<file path="src/rtl/mc_datapath.sv">
// Multicycle MIPS datapath: PC/IR/MDR/A/B/ALUOut, 32x32 register file and ALU.
// Every state element updates on the rising clock edge; the controller's state register lives here too.
module mc_datapath #(
  parameter logic [31:0] RESET_PC    = 32'h0000_0000,
  parameter logic [3:0]  RESET_STATE = 4'd0
) (
  input  logic        clk,
  input  logic        rst,
  input  logic [3:0]  ns,
  output logic [3:0]  cs,
  output logic [5:0]  op,
  input  logic        pcWrite,
  input  logic        pcWriteCond,
  input  logic        IorD,
  input  logic        IRWrite,
  input  logic        memToReg,
  input  logic [1:0]  pcSource,
  input  logic [1:0]  ALUop,
  input  logic [1:0]  ALUsrcB,
  input  logic        ALUsrcA,
  input  logic        RegWrite,
  input  logic        RegDst,
  output logic [31:0] mem_addr,
  output logic [31:0] mem_wdata,
  input  logic [31:0] mem_rdata,
  output logic [31:0] pc,
  output logic        zero
);

  localparam logic [2:0] ALU_ADD = 3'd0;
  localparam logic [2:0] ALU_SUB = 3'd1;
  localparam logic [2:0] ALU_AND = 3'd2;
  localparam logic [2:0] ALU_OR  = 3'd3;
  localparam logic [2:0] ALU_SLT = 3'd4;

  logic [31:0] pcReg, ir, mdr, aReg, bReg, aluOut;
  logic [31:0] regs [32];

  logic [31:0] sextImm, srcA, srcB, aluResult, pcNext, wData, rdA, rdB;
  logic [4:0]  wIdx;
  logic [2:0]  aluCtl;
  logic        pcLoad;

  assign sextImm = {{16{ir[15]}}, ir[15:0]};
  assign srcA    = ALUsrcA ? aReg : pcReg;

  always_comb begin
    srcB = bReg;
    unique case (ALUsrcB)
      2'b00: srcB = bReg;
      2'b01: srcB = 32'd4;
      2'b10: srcB = sextImm;
      2'b11: srcB = {sextImm[29:0], 2'b00};
    endcase
  end

  // Unlisted functs fall back to add, as does ALUop=11.
  always_comb begin
    aluCtl = ALU_ADD;
    if (ALUop == 2'b01) aluCtl = ALU_SUB;
    else if (ALUop == 2'b10) begin
      unique case (ir[5:0])
        6'h22:   aluCtl = ALU_SUB;
        6'h24:   aluCtl = ALU_AND;
        6'h25:   aluCtl = ALU_OR;
        6'h2A:   aluCtl = ALU_SLT;
        default: aluCtl = ALU_ADD;
      endcase
    end
  end

  always_comb begin
    aluResult = srcA + srcB;
    unique case (aluCtl)
      ALU_SUB: aluResult = srcA - srcB;
      ALU_AND: aluResult = srcA & srcB;
      ALU_OR:  aluResult = srcA | srcB;
      ALU_SLT: aluResult = {31'd0, $signed(srcA) < $signed(srcB)};
      default: aluResult = srcA + srcB;
    endcase
  end

  assign zero = (aluResult == 32'd0);

  // pcSource=11 reloads the current PC, so an enabled load is a no-op.
  always_comb begin
    pcNext = pcReg;
    unique case (pcSource)
      2'b00: pcNext = aluResult;
      2'b01: pcNext = aluOut;
      2'b10: pcNext = {pcReg[31:28], ir[25:0], 2'b00};
      2'b11: pcNext = pcReg;
    endcase
  end

  assign pcLoad = pcWrite | (pcWriteCond & zero);

  assign wIdx  = RegDst ? ir[15:11] : ir[20:16];
  assign wData = memToReg ? mdr : aluOut;
  assign rdA   = (ir[25:21] == 5'd0) ? 32'd0 : regs[ir[25:21]];
  assign rdB   = (ir[20:16] == 5'd0) ? 32'd0 : regs[ir[20:16]];

  always_ff @(posedge clk) begin
    if (rst) begin
      cs     <= RESET_STATE;
      pcReg  <= RESET_PC;
      ir     <= '0;
      mdr    <= '0;
      aReg   <= '0;
      bReg   <= '0;
      aluOut <= '0;
    end else begin
      cs     <= ns;
      mdr    <= mem_rdata;
      aReg   <= rdA;
      bReg   <= rdB;
      aluOut <= aluResult;
      if (IRWrite) ir    <= mem_rdata;
      if (pcLoad)  pcReg <= pcNext;
    end
  end

  // Reads are taken before this edge's write lands: no write-to-read bypass.
  always_ff @(posedge clk) begin
    if (rst) begin
      for (int i = 0; i < 32; i++) regs[i] <= '0;
    end else if (RegWrite && wIdx != 5'd0) begin
      regs[wIdx] <= wData;
    end
  end

  assign op        = ir[31:26];
  assign mem_addr  = IorD ? aluOut : pcReg;
  assign mem_wdata = bReg;
  assign pc        = pcReg;

endmodule

</file>
<file path="config.mk">
export PLATFORM = sky130hd
export DESIGN_NAME = mc_datapath
export DESIGN_NICKNAME = d
export VERILOG_FILES = /design/src/rtl/mc_datapath.sv
export SDC_FILE = /design/constraint.sdc
export NUM_CORES = 2
export LEC_CHECK = 0
export BUFFER_PORTS_ARGS = -buffer_cell sky130_fd_sc_hd__buf_2
export CAP_MARGIN = 25
export CORE_ASPECT_RATIO = 1.75
export CORE_MARGIN = 1.5
export CORE_UTILIZATION = 25
export DETAILED_ROUTE_END_ITERATION = 8
export PLACE_DENSITY = 0.35
export RECOVER_POWER = 100
export SLEW_MARGIN = 0
export SYNTH_ARGS = -nofsm -noshare
export SYNTH_HDL_FRONTEND = slang
export SYNTH_SLANG_ARGS = --single-unit
</file>
<file path="constraint.sdc">
create_clock -name clk -period 5.75 [get_ports clk]
set_input_delay 0.2875 -clock clk [delete_from_list [all_inputs] [get_ports clk]]
set_output_delay 0.2875 -clock clk [all_outputs]
set_load 0.005 [all_outputs]
</file>
==> load_flow_metrics.sql <==
INSERT INTO impl_metrics (metric_group, metric, value, unit) VALUES
('global_route', 'grt_pass1_wl', '420400', 'um'),
('worst_setup_path', 'start_kind', 'flip-flop', ''),
('run_status', 'result_of_the_run', 'finished with violations', ''),
('floorplanning', 'top_level_ports', '159', ''),
('floorplanning', 'chipHeight', '677.4', 'um'),
('synthesis', 'post_synth_instance_area', '0.06498', 'mm2'),
('sta', 'fin_worst_hold_slack', '0.1829', 'ns'),
('run_status', 'violated_checks', 'capacitance limit, slew limit', ''),
('synthesis', 'post_synth.cell_area_avg', '12.54', 'um2'),
('finish', 'drive_above_1_share', '0.2485', ''),
('clock_network', 'cts.root.buffer_cell', 'sky130_fd_sc_hd__clkbuf_16', ''),
('synthesis', 'yosysUniqueCellTypes', '85', ''),
('power', 'fin_total_pwr', '23590', 'uW'),
('finish', 'final_area', '0.07638', 'mm2'),
('drt', 'vias_after_detailed_routing', '46980', ''),
('finish', 'nNetsFinal', '5556', ''),
('global_route', 'grt_util_all_layers', '0.2314', ''),
('sta', 'setup_violations', '0', ''),
('sta', 'fmax', '0.1757', 'GHz'),
('floorplanning', 'floorplan.initialDensity', '0.2512', ''),
('sta', 'layout_min_cycle_time', '5.690', 'ns'),
('synthesis', 'synth-warning-count', '0', ''),
('worst_setup_path', 'worst-setup-path-type', 'reg -> out', ''),
('global_route', 'first_global_vias', '48740', ''),
('power', 'pwr-share-comb', '0.199', ''),
('drt', 'detailed_router_s_first_iteration_violation_count', '3692', ''),
('sta', 'timing.final.hold_violations', '0', ''),
('power', 'largest_voltage_drop_on_the_vdd_net', '0.2366', 'mV'),
('synthesis', 'synthCells', '5181', ''),
('worst_setup_path', 'end_kind', 'output pin', ''),
('worst_setup_path', 'crit_start', 'ir[6]', ''),
('sta', 'timing_max_transition_violations_final', '178', ''),
('placed_design', 'preCtsSetupSlack', '-0.3184', 'ns'),
('global_route', 'grt_max_degree', '80', ''),
('worst_setup_path', 'worst-endpoint-arrival', '5.40', 'ns'),
('global_route', 'antenna_violations_before_repair', '15', ''),
('power', 'cellInternalPower', '16350', 'uW'),
('clock_network', 'ctsLongestPathBuffers', '4', ''),
('floorplanning', 'fp-row-count', '247', ''),
('synthesis', 'synth-async-reset-ratio', '0', ''),
('min_path', 'holdCritStartpoint', 'pcWrite', ''),
('synthesis', 'synth-edff-count', '1024', ''),
('synthesis', 'synth.yosys.seq_area_share', '0.5336', ''),
('run', 'max_cap_violations', '5', ''),
('placed_design', 'placed_cell_area', '0.07196', 'mm2'),
('synthesis', 'postSynthRegisterBits', '1220', ''),
('placed_design', 'io_buffer_count', '158', ''),
('sta', 'fin_crit_sh', '0.9896', ''),
('placed_design', 'placer_s_final_routability_congestion_estimate', '0.9577', ''),
('sta', 'worstMarginPinSlew', '3.708', 'ns'),
('power', 'swShare', '0.3071', ''),
('clock_network', 'clkSlewWorstSetupHoldPaths', '0.07', 'ns'),
('floorplanning', 'design.die.area', '0.2631', 'mm2'),
('sta', 'finalClockSkew', '0.05543', 'ns'),
('floorplanning', 'die_x', '388.4', 'um'),
('power', 'switching_power', '7244', 'uW'),
('global_route', 'gr-total-overflow', '0', ''),
('drt', 'firstDrtPassIters', '6', ''),
('sta', 'headroom_to_the_max_slew_limit', '-1.472', ''),
('power', 'total_leakage_power', '0.02555', 'uW'),
('drt', 'wl_per_cell', '35.06', 'um'),
('clock_network', 'numClockSinks', '1220', ''),
('worst_setup_path', 'cp_max_fo', '4', ''),
('worst_setup_path', 'crit_required', '5.46', 'ns'),
('clock_network', 'numCtsBuffers', '138', ''),
('drt', 'wl', '310700', 'um'),
('min_path', 'hold_path_class', 'in -> reg', ''),
('drt', 'detail_route_antenna_nets', '0', ''),
('finish', 'area_growth_syn_to_layout', '17.55', '%'),
('worst_setup_path', 'rr_startpoint', 'ir[10]', ''),
('clock_network', 'clk-insertion-delay-late', '0.84', 'ns'),
('drt', 'avgViaCountPerCell', '5.301', ''),
('synthesis', 'dominantRegCellSynth', 'sky130_fd_sc_hd__edfxtp_1', ''),
('floorplanning', 'design.core.area', '0.2587', 'mm2'),
('placed_design', 'detailedPlacementHpwl', '213700', 'um'),
('power', 'pwr-share-clk', '0.362', ''),
('power', 'power.share.sequential', '0.439', ''),
('power', 'cellPowerDensity', '308.9', 'mW/mm2'),
('sta', 'layout_setup_ws', '0.05961', 'ns'),
('clock_network', 'tritoncts', 'yes', ''),
('clock_network', 'cts_max_level', '4', ''),
('sta', 'tns', '0', 'ns'),
('drt', 'post-route-drc-count', '0', '');
-- layer usage --
metal	track usage	part of all wire
met1	0.2497	0.36
met2	0.4369	0.54
met3	0.02679	0.044
met4	0.1220	0.059
met5	0	0.000042
-- worst max-delay path, stage by stage, from the launching register on --
cell,delay (ns)
sky130_fd_sc_hd__dfxtp_1,0.55
sky130_fd_sc_hd__mux2i_1,0.14
sky130_fd_sc_hd__o21ai_0,0.26
sky130_fd_sc_hd__inv_1,0.11
sky130_fd_sc_hd__ha_1,0.23
sky130_fd_sc_hd__buf_4,0.16
sky130_fd_sc_hd__a2111oi_1,0.73
sky130_fd_sc_hd__a21oi_2,0.27
sky130_fd_sc_hd__o21ai_1,0.19
sky130_fd_sc_hd__buf_4,0.15
sky130_fd_sc_hd__a31oi_1,0.22
sky130_fd_sc_hd__a211oi_1,0.53
sky130_fd_sc_hd__nor2_1,0.10
sky130_fd_sc_hd__o311a_1,0.36
sky130_fd_sc_hd__and3_1,0.20
sky130_fd_sc_hd__and3_1,0.21
sky130_fd_sc_hd__buf_2,0.14
-- layout make-up --
type                       instances  area (um2)
timing repair buffer             566        4249
sequential                      1220       34710
clock inverter                    52       341.6
tap                             3361        4205
fill                           26240      182300
clock buffer                     182        3744
multi-input combinational       3366       28710
inverter                         110       414.1
antenna                            6       15.01
-- kinds of logic (layout without fill, tap and decap cells) --
group,count (synthesis),after routing,share of synthesized area
adder cells (fa/ha/maj),102,102,0.01987
other,1,38,0.00005771
flip-flops,1220,1220,0.5336
AND/OR/NAND/NOR,1608,1608,0.1020
XOR/XNOR,10,10,0.001348
multiplexers,877,877,0.2265
AO/OA/AOI/OAI,737,737,0.07900
buffers and inverters,626,910,0.03770
-- sequential cells by signal, summed over array words and instances, names as in the netlist --
signal     flops
aluOut        32
pc            32
ir            32
mdr           32
cs             4
aReg          32
mem_wdata     32
regs        1024
-- power by group through the flow --
| stage | combinational, uW | clock (uW) | sequential (uW) |
|---|---|---|---|
| floorplan | 2410 | 0 | 10300 |
| global placement | 4600 | 0 | 10500 |
| detailed placement | 4620 | 0 | 10500 |
| CTS | 4670 | 8770 | 10300 |
| global route | 4890 | 9010 | 10400 |
| finish | 4700 | 8550 | 10300 |
-- what timing repair did --
action / in CTS / in global routing
pin swaps: 0 / 2
buffers inserted: 0 / 1
resized for setup: 9 / 15
endpoints found under the hold margin: 74 / 0
hold buffers: 40 / 0
setup endpoints to repair: 4 / 1
-- placed cells by master, fill, tap and decap left out, types with 53 or more instances in the layout --
cell and n:
sky130_fd_sc_hd__mux2_2 141, sky130_fd_sc_hd__edfxtp_1 1024, sky130_fd_sc_hd__buf_2 75, sky130_fd_sc_hd__clkbuf_1 131, sky130_fd_sc_hd__o221ai_1 57, sky130_fd_sc_hd__mux2i_1 240, sky130_fd_sc_hd__clkbuf_16 141, sky130_fd_sc_hd__nor2_1 1193
sky130_fd_sc_hd__nand2_2 58, sky130_fd_sc_hd__buf_4 318, sky130_fd_sc_hd__o22ai_1 63, sky130_fd_sc_hd__mux4_2 460, sky130_fd_sc_hd__nor2b_1 53, sky130_fd_sc_hd__o21ai_0 67, sky130_fd_sc_hd__ha_1 97, sky130_fd_sc_hd__a21oi_1 181
sky130_fd_sc_hd__dfxtp_1 185, sky130_fd_sc_hd__a221oi_1 76, sky130_fd_sc_hd__inv_1 109, sky130_fd_sc_hd__nand2_1 99
-- final timing paths --
| kind | to | cells past startpoint | slack (ns) |
|---|---|---|---|
| worst max register to register | pc[29] | 18 | 0.44 |
| worst max-delay path | zero | 16 | 0.06 |
| worst min-delay path | pc[24] | 5 | 0.18 |
| worst min register to register | ir[30] | 2 | 0.49 |
-- cells in the mapped netlist, types with 6 or more instances --
| cell | n | share of area |
|---|---|---|
| sky130_fd_sc_hd__o21ai_0 | 71 | 0.0055 |
| sky130_fd_sc_hd__edfxtp_1 | 1024 | 0.47 |
| sky130_fd_sc_hd__ha_1 | 100 | 0.019 |
| sky130_fd_sc_hd__a21o_1 | 28 | 0.0032 |
| sky130_fd_sc_hd__nor4_1 | 10 | 0.00096 |
| sky130_fd_sc_hd__a221o_1 | 12 | 0.0018 |
| sky130_fd_sc_hd__a22o_1 | 13 | 0.0018 |
| sky130_fd_sc_hd__buf_1 | 78 | 0.0045 |
| sky130_fd_sc_hd__a22oi_1 | 11 | 0.0013 |
| sky130_fd_sc_hd__mux2i_1 | 272 | 0.042 |
| sky130_fd_sc_hd__o22ai_1 | 63 | 0.0061 |
| sky130_fd_sc_hd__nand4_1 | 23 | 0.0022 |
| sky130_fd_sc_hd__a21oi_1 | 186 | 0.014 |
| sky130_fd_sc_hd__or2_2 | 6 | 0.00058 |
| sky130_fd_sc_hd__buf_4 | 8 | 0.00092 |
| sky130_fd_sc_hd__o21ai_1 | 21 | 0.0016 |
| sky130_fd_sc_hd__o31ai_1 | 28 | 0.0032 |
| sky130_fd_sc_hd__nor2b_1 | 56 | 0.0054 |
| sky130_fd_sc_hd__inv_1 | 110 | 0.0064 |
| sky130_fd_sc_hd__clkbuf_1 | 394 | 0.023 |
| sky130_fd_sc_hd__and4_1 | 6 | 0.00081 |
| sky130_fd_sc_hd__o311ai_0 | 6 | 0.00081 |
| sky130_fd_sc_hd__or3_1 | 6 | 0.00058 |
| sky130_fd_sc_hd__nor2_1 | 1194 | 0.069 |
| sky130_fd_sc_hd__a211oi_1 | 38 | 0.0044 |
| sky130_fd_sc_hd__dfxtp_1 | 196 | 0.060 |
| sky130_fd_sc_hd__o21bai_1 | 8 | 0.00092 |
| sky130_fd_sc_hd__nand2_1 | 161 | 0.0093 |
| sky130_fd_sc_hd__a31oi_1 | 9 | 0.00087 |
| sky130_fd_sc_hd__nor3_1 | 48 | 0.0037 |
| sky130_fd_sc_hd__nand3_1 | 44 | 0.0034 |
| sky130_fd_sc_hd__mux2_2 | 145 | 0.025 |
| sky130_fd_sc_hd__o211ai_1 | 21 | 0.0024 |
| sky130_fd_sc_hd__a211o_1 | 26 | 0.0035 |
| sky130_fd_sc_hd__o221ai_1 | 58 | 0.0078 |
| sky130_fd_sc_hd__xnor2_1 | 9 | 0.0012 |
| sky130_fd_sc_hd__buf_2 | 32 | 0.0025 |
| sky130_fd_sc_hd__nand2b_1 | 17 | 0.0016 |
| sky130_fd_sc_hd__and2_1 | 15 | 0.0014 |
| sky130_fd_sc_hd__mux4_2 | 460 | 0.16 |
| sky130_fd_sc_hd__a221oi_1 | 76 | 0.010 |
-- metrics by stage --
| step | utilization | instances |
|---|---|---|
| after floorplan | - | 5212 |
| after global placement | 0.2773 | 8571 |
| after detailed placement | 0.2782 | 8582 |
| after CTS | 0.2957 | 8856 |
| after global routing | 0.2953 | 8859 |
| final | 0.2953 | 8863 |
(Power assumes the default switching activity.)
